**src/rtl/seven_segment_counter_mux_if.sv**
```systemverilog
// Bus bundle for the multiplexed seven-segment counter: control inputs,
// parallel load data and the display/pulse outputs.
interface seven_segment_counter_mux_if #(
  parameter int DIGITS = 4
);
  logic                  en;
  logic                  up;
  logic                  clear;
  logic                  load;
  logic [4*DIGITS-1:0]   load_value;
  logic [6:0]            segments;
  logic [DIGITS-1:0]     digit_sel;
  logic                  wrap;
  logic                  tick;

  modport master (
    output en, up, clear, load, load_value,
    input  segments, digit_sel, wrap, tick
  );

  modport slave (
    input  en, up, clear, load, load_value,
    output segments, digit_sel, wrap, tick
  );
endinterface

```
**src/rtl/seven_segment_counter_mux.sv**
```systemverilog
// Multi-digit decimal/hex up/down counter with a prescaler, driving a
// time-multiplexed common-segment display (one-hot digit select plus
// shared active-high segments). Optional leading-zero blanking.
module seven_segment_counter_mux #(
  parameter int MAX_COUNT = 1000,
  parameter int DIGITS    = 4,
  parameter int RADIX     = 10,
  parameter int SCAN_DIV  = 64,
  parameter bit BLANK_LZ  = 1'b0
) (
  input logic                  clk,
  input logic                  rst,
  seven_segment_counter_mux_if.slave bus
);

  localparam int PW = (MAX_COUNT > 1) ? $clog2(MAX_COUNT) : 1;
  localparam int SW = (SCAN_DIV  > 1) ? $clog2(SCAN_DIV)  : 1;
  localparam int IW = (DIGITS    > 1) ? $clog2(DIGITS)    : 1;

  localparam logic [PW-1:0] PRESC_LAST = PW'(MAX_COUNT - 1);
  localparam logic [SW-1:0] SCAN_LAST  = SW'(SCAN_DIV - 1);
  localparam logic [IW-1:0] IDX_LAST   = IW'(DIGITS - 1);
  localparam logic [3:0]    DIG_MAX    = 4'(RADIX - 1);

  logic [PW-1:0]         presc;
  logic [4*DIGITS-1:0]   count;
  logic [SW-1:0]         scan_cnt;
  logic [IW-1:0]         scan_idx;
  logic [6:0]            segments_q;
  logic [DIGITS-1:0]     digit_sel_q;
  logic                  tick_q;
  logic                  wrap_q;

  logic                  step;
  logic [4*DIGITS-1:0]   count_step;
  logic                  step_wrap;
  logic [3:0]            dig;
  logic [4*DIGITS-1:0]   load_clean;
  logic                  scan_roll;
  logic [IW-1:0]         scan_idx_nxt;
  logic [3:0]            shown_dig;
  logic                  zero_above;
  logic                  blank;
  logic [6:0]            segments_nxt;

  function automatic logic [6:0] glyph(input logic [3:0] d);
    case (d)
      4'h0:    return 7'h3F;
      4'h1:    return 7'h06;
      4'h2:    return 7'h5B;
      4'h3:    return 7'h4F;
      4'h4:    return 7'h66;
      4'h5:    return 7'h6D;
      4'h6:    return 7'h7D;
      4'h7:    return 7'h07;
      4'h8:    return 7'h7F;
      4'h9:    return 7'h6F;
      4'hA:    return 7'h77;
      4'hB:    return 7'h7C;
      4'hC:    return 7'h39;
      4'hD:    return 7'h5E;
      4'hE:    return 7'h79;
      default: return 7'h71;
    endcase
  endfunction

  assign step = bus.en && (presc == PRESC_LAST);

  // Next count for a step: ripple carry (up) or borrow (down) through all digits.
  always_comb begin
    count_step = count;
    step_wrap  = 1'b1;
    dig        = 4'd0;
    for (int i = 0; i < DIGITS; i++) begin
      dig = count[4*i +: 4];
      if (step_wrap) begin
        if (bus.up) begin
          if (dig == DIG_MAX) begin
            count_step[4*i +: 4] = 4'd0;
          end else begin
            count_step[4*i +: 4] = dig + 4'd1;
            step_wrap = 1'b0;
          end
        end else begin
          if (dig == 4'd0) begin
            count_step[4*i +: 4] = DIG_MAX;
          end else begin
            count_step[4*i +: 4] = dig - 4'd1;
            step_wrap = 1'b0;
          end
        end
      end
    end
  end

  // Loaded digits outside 0..9 become 0 in decimal mode so the count stays valid BCD.
  always_comb begin
    load_clean = bus.load_value;
    for (int i = 0; i < DIGITS; i++) begin
      if (RADIX == 10 && bus.load_value[4*i +: 4] > 4'd9) begin
        load_clean[4*i +: 4] = 4'd0;
      end
    end
  end

  // Digit to show after this edge, its value and whether it is a blanked leading zero.
  always_comb begin
    scan_roll    = (scan_cnt == SCAN_LAST);
    scan_idx_nxt = scan_idx;
    if (scan_roll) begin
      scan_idx_nxt = (scan_idx == IDX_LAST) ? '0 : scan_idx + IW'(1);
    end
    shown_dig  = 4'd0;
    zero_above = 1'b1;
    blank      = 1'b0;
    for (int i = DIGITS - 1; i >= 0; i--) begin
      zero_above = zero_above && (count[4*i +: 4] == 4'd0);
      if (IW'(i) == scan_idx_nxt) begin
        shown_dig = count[4*i +: 4];
        blank     = BLANK_LZ && (i > 0) && zero_above;
      end
    end
    segments_nxt = blank ? 7'h00 : glyph(shown_dig);
  end

  // Prescaler and count: clear beats load beats step.
  always_ff @(posedge clk or negedge rst) begin
    if (!rst) begin
      presc <= '0;
      count <= '0;
    end else if (bus.clear) begin
      presc <= '0;
      count <= '0;
    end else if (bus.load) begin
      presc <= '0;
      count <= load_clean;
    end else if (bus.en) begin
      if (step) begin
        presc <= '0;
        count <= count_step;
      end else begin
        presc <= presc + PW'(1);
      end
    end
  end

  // Tick and wrap pulses, high the cycle after the step edge.
  always_ff @(posedge clk or negedge rst) begin
    if (!rst) begin
      tick_q <= 1'b0;
      wrap_q <= 1'b0;
    end else begin
      tick_q <= step && !bus.clear && !bus.load;
      wrap_q <= step && step_wrap && !bus.clear && !bus.load;
    end
  end

  // Free-running scan; digit select and segments update together so they never disagree.
  always_ff @(posedge clk or negedge rst) begin
    if (!rst) begin
      scan_cnt    <= '0;
      scan_idx    <= '0;
      digit_sel_q <= DIGITS'(1);
      segments_q  <= 7'h3F;
    end else begin
      scan_cnt    <= scan_roll ? '0 : scan_cnt + SW'(1);
      scan_idx    <= scan_idx_nxt;
      digit_sel_q <= DIGITS'(1) << scan_idx_nxt;
      segments_q  <= segments_nxt;
    end
  end

  assign bus.segments  = segments_q;
  assign bus.digit_sel = digit_sel_q;
  assign bus.tick      = tick_q;
  assign bus.wrap      = wrap_q;

endmodule

```
**src/flat_wrapper.sv**
```systemverilog
// flat-port wrapper written by rule: the top's interface ports become plain ports
module seven_segment_counter_mux_flat 
#(
  parameter int MAX_COUNT = 1000,
  parameter int DIGITS    = 4,
  parameter int RADIX     = 10,
  parameter int SCAN_DIV  = 64,
  parameter bit BLANK_LZ  = 1'b0
)
  (clk, rst, bus_en, bus_up, bus_clear, bus_load, bus_load_value, bus_segments, bus_digit_sel, bus_wrap, bus_tick);
  seven_segment_counter_mux_if #(.DIGITS(DIGITS)) bus_i ();
  input logic clk;
  input logic rst;
  input wire logic [$bits(bus_i.en)-1:0] bus_en;
  input wire logic [$bits(bus_i.up)-1:0] bus_up;
  input wire logic [$bits(bus_i.clear)-1:0] bus_clear;
  input wire logic [$bits(bus_i.load)-1:0] bus_load;
  input wire logic [$bits(bus_i.load_value)-1:0] bus_load_value;
  output wire logic [$bits(bus_i.segments)-1:0] bus_segments;
  output wire logic [$bits(bus_i.digit_sel)-1:0] bus_digit_sel;
  output wire logic [$bits(bus_i.wrap)-1:0] bus_wrap;
  output wire logic [$bits(bus_i.tick)-1:0] bus_tick;
  assign bus_i.en = bus_en;
  assign bus_i.up = bus_up;
  assign bus_i.clear = bus_clear;
  assign bus_i.load = bus_load;
  assign bus_i.load_value = bus_load_value;
  assign bus_segments = bus_i.segments;
  assign bus_digit_sel = bus_i.digit_sel;
  assign bus_wrap = bus_i.wrap;
  assign bus_tick = bus_i.tick;
  seven_segment_counter_mux #(.MAX_COUNT(MAX_COUNT), .DIGITS(DIGITS), .RADIX(RADIX), .SCAN_DIV(SCAN_DIV), .BLANK_LZ(BLANK_LZ)) u_core (.clk(clk), .rst(rst), .bus(bus_i));
endmodule
```
**config.mk**
```make
export PLATFORM = sky130hd
export DESIGN_NAME = seven_segment_counter_mux_flat
export DESIGN_NICKNAME = d
export VERILOG_FILES = /design/src/rtl/seven_segment_counter_mux_if.sv /design/src/rtl/seven_segment_counter_mux.sv /design/src/flat_wrapper.sv
export SDC_FILE = /design/constraint.sdc
export NUM_CORES = 1
export LEC_CHECK = 0
export BUFFER_PORTS_ARGS = -buffer_cell sky130_fd_sc_hd__buf_4
export CAP_MARGIN = 20
export CORE_MARGIN = 2
export CORE_UTILIZATION = 48
export CTS_CLUSTER_DIAMETER = 30
export CTS_CLUSTER_SIZE = 16
export DETAILED_ROUTE_END_ITERATION = 6
export HOLD_SLACK_MARGIN = 0.1
export PLACE_DENSITY = 0.64
export SYNTH_ARGS = -nofsm -noshare
export SYNTH_HDL_FRONTEND = slang
export SYNTH_SLANG_ARGS = --single-unit
```
**constraint.sdc**
```tcl
create_clock -name clk -period 5.6 [get_ports clk]
set_clock_uncertainty 0.1 [all_clocks]
set_input_delay 0.56 -clock clk [delete_from_list [all_inputs] [get_ports clk]]
set_output_delay 0.56 -clock clk [all_outputs]
set_load 0.05 [all_outputs]
```
# After elaboration in Yosys (flattened, before gate mapping)
# Memory sizes are Yosys's and may differ from the RTL's. A register that Yosys moved wholly into a read port is not among the register bits.
# Index checks and enable logic that the tools add are counted.
[classes]
addsub = 11
mux = 49
reduce_logical = 23
n_shift = 1
n_eq_ne = 10
n_lt_le_gt_ge = 4
[ops]
columns = ["operator", "n"]
rows = [
  ["2-to-1 mux 4 bit", 23],
  ["2-to-1 mux 16 bit", 4],
  ["2-to-1 mux 10 bit", 4],
  ["adder 4 x 1 -> 4 bit, second input constant", 4],
  ["== test 4 bit, second input constant", 4],
  ["> comparator 4 bit, second input constant", 4],
  ["logical NOT 4 bit", 4],
  ["subtractor 4 x 1 -> 4 bit, second input constant", 4],
  ["2-to-1 mux 1 bit", 15],
  ["nonzero test 3 bit", 5],
  ["adder 10 x 1 -> 10 bit, second input constant", 1],
  ["== test 10 bit, second input constant", 1],
  ["AND reduction 3 bit", 3],
  ["adder 6 x 1 -> 6 bit, second input constant", 1],
  ["== test 6 bit, second input constant", 1],
  ["logical AND 1 bit", 6],
  ["2-to-1 mux 6 bit", 1],
  ["== test 2 bit, first input constant", 2],
  ["2-to-1 mux 2 bit", 2],
  ["<< shifter 1 x 2 -> 4 bit, first input constant", 1],
  ["logical NOT 1 bit", 3],
  ["adder 2 x 1 -> 2 bit, second input constant", 1],
  ["== test 1 x 2 -> 1 bit, first input constant", 1],
  ["== test 2 bit, second input constant", 1],
  ["other kinds (2)", 2],
]
[word_totals]
rom_bits = 112
elab_cells = 109
memories = 1
out_inout_bits = 13
regBits = 40
[memory_table]
columns = ["name", "depth", "width", "rd", "rd_clocked_by_memory_dff", "wr", "line_no", "source"]
rows = [
  ["(name not given)", 16, 7, 1, 1, 0, "seven_segment_counter_mux.sv:47", "case (d)"],
]

# Logic depth before layout (Yosys ltp)
[logic_depth]
word_depth = 10
ltp_mapped = 11
depth_no_buf = 11

# Worst setup path before layout
# No wires, ideal clock.
[synth_path]
path_type = "register to register"
startpoint = "register u_core.scan_cnt[0]"
endpoint = "register u_core.segments_q[0], in the netlist u_core.bus.segments[0]"
synth_period_minus_slack_ns = 2.744
stages_incl_launch_ff = 11
arrival_ns = 2.556
slack_ns = 2.856
path_buffers = 0
required_time_ns = 5.412
cell_sequence = "dfrtp_1 > ha_1 > nand2_2 > or4_4 > and2_4 > o32a_1 > inv_1 > ha_1 > inv_1 > o31ai_1 > a211oi_2"
[synth_between]
elab_chain_cells = 7
elab_cells_between_ends = 10
[synth_rtl]
columns = ["item", "line_no", "source"]
rows = [
  ["from (decl)", "seven_segment_counter_mux.sv:27", "logic [SW-1:0] scan_cnt;"],
  ["from (signal assigned)", "seven_segment_counter_mux.sv:166", "scan_cnt <= scan_roll ? '0 : scan_cnt + SW'(1);"],
  ["== test 6 bit (*)", "seven_segment_counter_mux.sv:108", "scan_roll = (scan_cnt == SCAN_LAST);"],
  ["2-to-1 mux 2 bit (*)", "seven_segment_counter_mux.sv:110", "if (scan_roll) begin"],
  ["== test 2 bit", "seven_segment_counter_mux.sv:118", "if (IW'(i) == scan_idx_nxt) begin"],
  ["2-to-1 mux 4 bit (3 in a row)", "seven_segment_counter_mux.sv:118", ""],
  ["2-to-1 mux 4 bit (*)", "seven_segment_counter_mux.sv:118", ""],
  ["to (decl)", "seven_segment_counter_mux.sv:29", "logic [6:0] segments_q;"],
]
# Mark *: on every way between the ends. The rest lies on a longest branch, timed or not.
# A chain may end at the register's enable or synchronous reset.

# Worst setup path after layout
# Same ends and word-level chain as after synthesis.

==> metrics.txt <==
share of the synthesized area in the top cell type=around 28%; worst endpoint data arrival time=3.15 ns; Slew @ Worst Pin=0.608 ns; Clock Latency Late Sink=about 0.30 ns; vias per std cell=5.65; Crit path largest cell delay=0.49 ns; I/O Pins=35; Setup crit end kind=register; Routed WL=7780 um; Initial DRC Count=207; setup TNS=0 ns; # DRC=0; # H-tree levels=2; min-delay worst type=in -> async; max_cap viols=0; drt pass-1 iters=4; CTS tree=built; GRT Overall Usage=around a fifth; die height=89.7 um; Main synth FF type=dfrtp_1; row count=31; WP buf/inv=2; largest net degree at the start of global routing=48; Sw Share=about 30%; Comb power frac=roughly 22%; ys async rst share=100%; PortBufs=34; gate count of the mapped netlist=410; Final Max Tran Viols=0; Worst EP required=5.72 ns; ANT nets after route=0; drt wl/cell=14.7 um; Core Footprint=~0.0072 sq mm; syn nets=about 450; initial antenna violation count=0; crit-path leading delay family=simple AND/OR/NAND/NOR gates; outcome=finished, final reports clean; synthesis-to-layout area growth=10.3%; part of the power in registers=approximately half; Final Hold Fails=0; Post-CTS Hold Buffers=0; most common cell in the netlist=dfrtp_1; Int Power=slightly above 500 uW; Via Count=2996; Cell Pwr Density=188 mW/mm^2; setup bufs post-CTS=0; Clk pin slew, worst setup/hold paths=0.09 ns; Clk pwr share=roughly 27%; register area share after synthesis=33.6%; Peak VDD IR=about 0.00011 V; first-pass GRT wire length=13400 um; top post-synthesis cells by area=dfrtp_1, ha_1, dfstp_2, a21oi_1, nand2_1; post-CTS sizing=0; vias in the first global route=about 2800; Peak Freq=331 MHz; # setup viols final=0; Num CTS Buffers=5; Post-Layout Cell Count=530; Tcrit/Tclk final=a little over half; #FFs+latches synth=47; synthesized area=0.00352 sq mm; clock sinks=47; Initial Utilization=49.1%; RSZ-0062 raised after global routing=no; CTS Buffer Depth=2; number of synthesized flops with an enable pin=0; Nets=474; DP Cell Count=522; Crit Path Class=reg -> reg; fin crit period=3.02 ns; Post-synth top cells=dfrtp_1, nand2_1, nor2_1, a21oi_1, o21ai_0; Die X-Extent=89.7 um; Placer Congestion=~0.92; detailed placement HPWL=about 5600 um; Critical Path Start Type=register; relative max-transition margin=between 50% and 60%; clk root buf=clkbuf_8; worst-path maximum fanout=8; GRT Residual Overflow=0; Die Area=between 0.008 and 0.009 sq mm; Psw=222 uW; # diodes=0; post-synthesis area per instance=8.59 sq um; CP cell instances=ha_1 -> nand2_2 -> or4_4 -> and2_4 -> o32a_1 -> inv_1 -> ha_1 -> inv_1 -> o31ai_1 -> a211oi_2; Ys Warns=0; layout cell share with drive strength beyond 1=between 15 and 20%; Yosys cell types=70; Synth area leader=dfrtp_1; critical path's slowest cell=or4_4; cell leakage power=1.58 nW
-- placed cells by master, fill, tap and decap left out, drive strengths merged, types with 8 or more instances in the layout --
master | netlist | final
nor2 | 35 | 35
nand3 | 17 | 17
nor3 | 13 | 13
buf | 4 | 34
ha | 22 | 22
a21oi | 33 | 33
dfrtp | 40 | 40
xor2 | 9 | 9
nand2 | 38 | 38
inv | 23 | 23
o21ai | 27 | 27
nor2b | 8 | 8
-- through the flow --
stage / worst slack [ns] / util (%) / hold slack [ns] / power (mW) / instance area [sq um]
2_1_floorplan: 2.86 / - / 0.164 / 0.489 / 3520
3_3_place_gp: 2.71 / 53.0 / 0.390 / 0.537 / 3800
3_5_place_dp: 2.60 / 53.0 / 0.390 / 0.539 / 3800
4_1_cts: 2.58 / 54.2 / 0.192 / 0.738 / 3890
5_1_grt: 2.36 / 54.2 / 0.218 / 0.775 / 3890
6_report: 2.58 / 54.2 / 0.159 / 0.730 / 3890
-- state kept, by name (all words and copies together) (netlist names) --
register,cells
u_core.bus.wrap,1
u_core.bus.tick,1
u_core.bus.segments,7
u_core.bus.digit_sel,4
u_core.scan_cnt,6
u_core.count,16
u_core.presc,10
u_core.scan_idx,2
-- worst paths after layout --
check                                    from  cells after the start                      to  slack (ns)
setup / recovery           u_core.scan_cnt[0]                     10  u_core.bus.segments[0]        2.58
hold / removal                            rst                      1      u_core.scan_cnt[0]        0.16
setup reg to reg           u_core.scan_cnt[0]                     10  u_core.bus.segments[0]        2.58
hold reg to reg            u_core.scan_cnt[4]                      1      u_core.scan_cnt[4]        0.40
max in group asynchronous                 rst                      1         u_core.presc[4]        4.84
min in group clk           u_core.scan_cnt[4]                      1      u_core.scan_cnt[4]        0.40
-- worst reg2reg max path, cell delays in order (launching register included) --
cell and delay, ns:
dfrtp_1 0.41, ha_1 0.29, nand2_2 0.18, or4_4 0.49
and2_4 0.20, o32a_1 0.43, inv_1 0.15, ha_1 0.21
inv_1 0.09, o31ai_1 0.30, a211oi_2 0.11
-- routing by layer --
layer	wire, um	part of all wire, %	vias to the layer above	GRT usage (%)
li1	-	-	1523	-
met1	3900	50	1385	31.1
met2	3430	44	80	31.8
met3	359	4.6	8	3.29
met4	94	1.2	0	5.02
met5	0	0	-	0
-- cell type report --
cell class,count,area (sq um)
clock inverters,1,5.00
multi-input cells,319,2150
clock buffers,7,76.3
fillers,669,3290
well taps,99,124
repair buffers,34,255
flip-flops and latches,47,1180
inverters,23,93.8
-- cells by family after synthesis --
group / after synthesis / synth area share [%]
and+or+nand+nor: 144 / 20.7
buffers and inverters: 44 / 5.40
DFF: 47 / 33.6
adders and majority gates: 22 / 7.82
xor gates and xnor gates: 16 / 3.98
muxes: 12 / 3.91
AOI/OAI and AO/OA: 125 / 24.6
-- power groups by stage --
stage | registers (mW) | logic [mW] | clock network (mW)
floorplan | 0.382 | 0.106 | 0
global placement | 0.378 | 0.158 | 0
detailed placement | 0.379 | 0.160 | 0
CTS | 0.372 | 0.161 | 0.205
global route | 0.375 | 0.182 | 0.218
finish | 0.372 | 0.160 | 0.198
No activity file was read; power rests on OpenSTA's default activity.
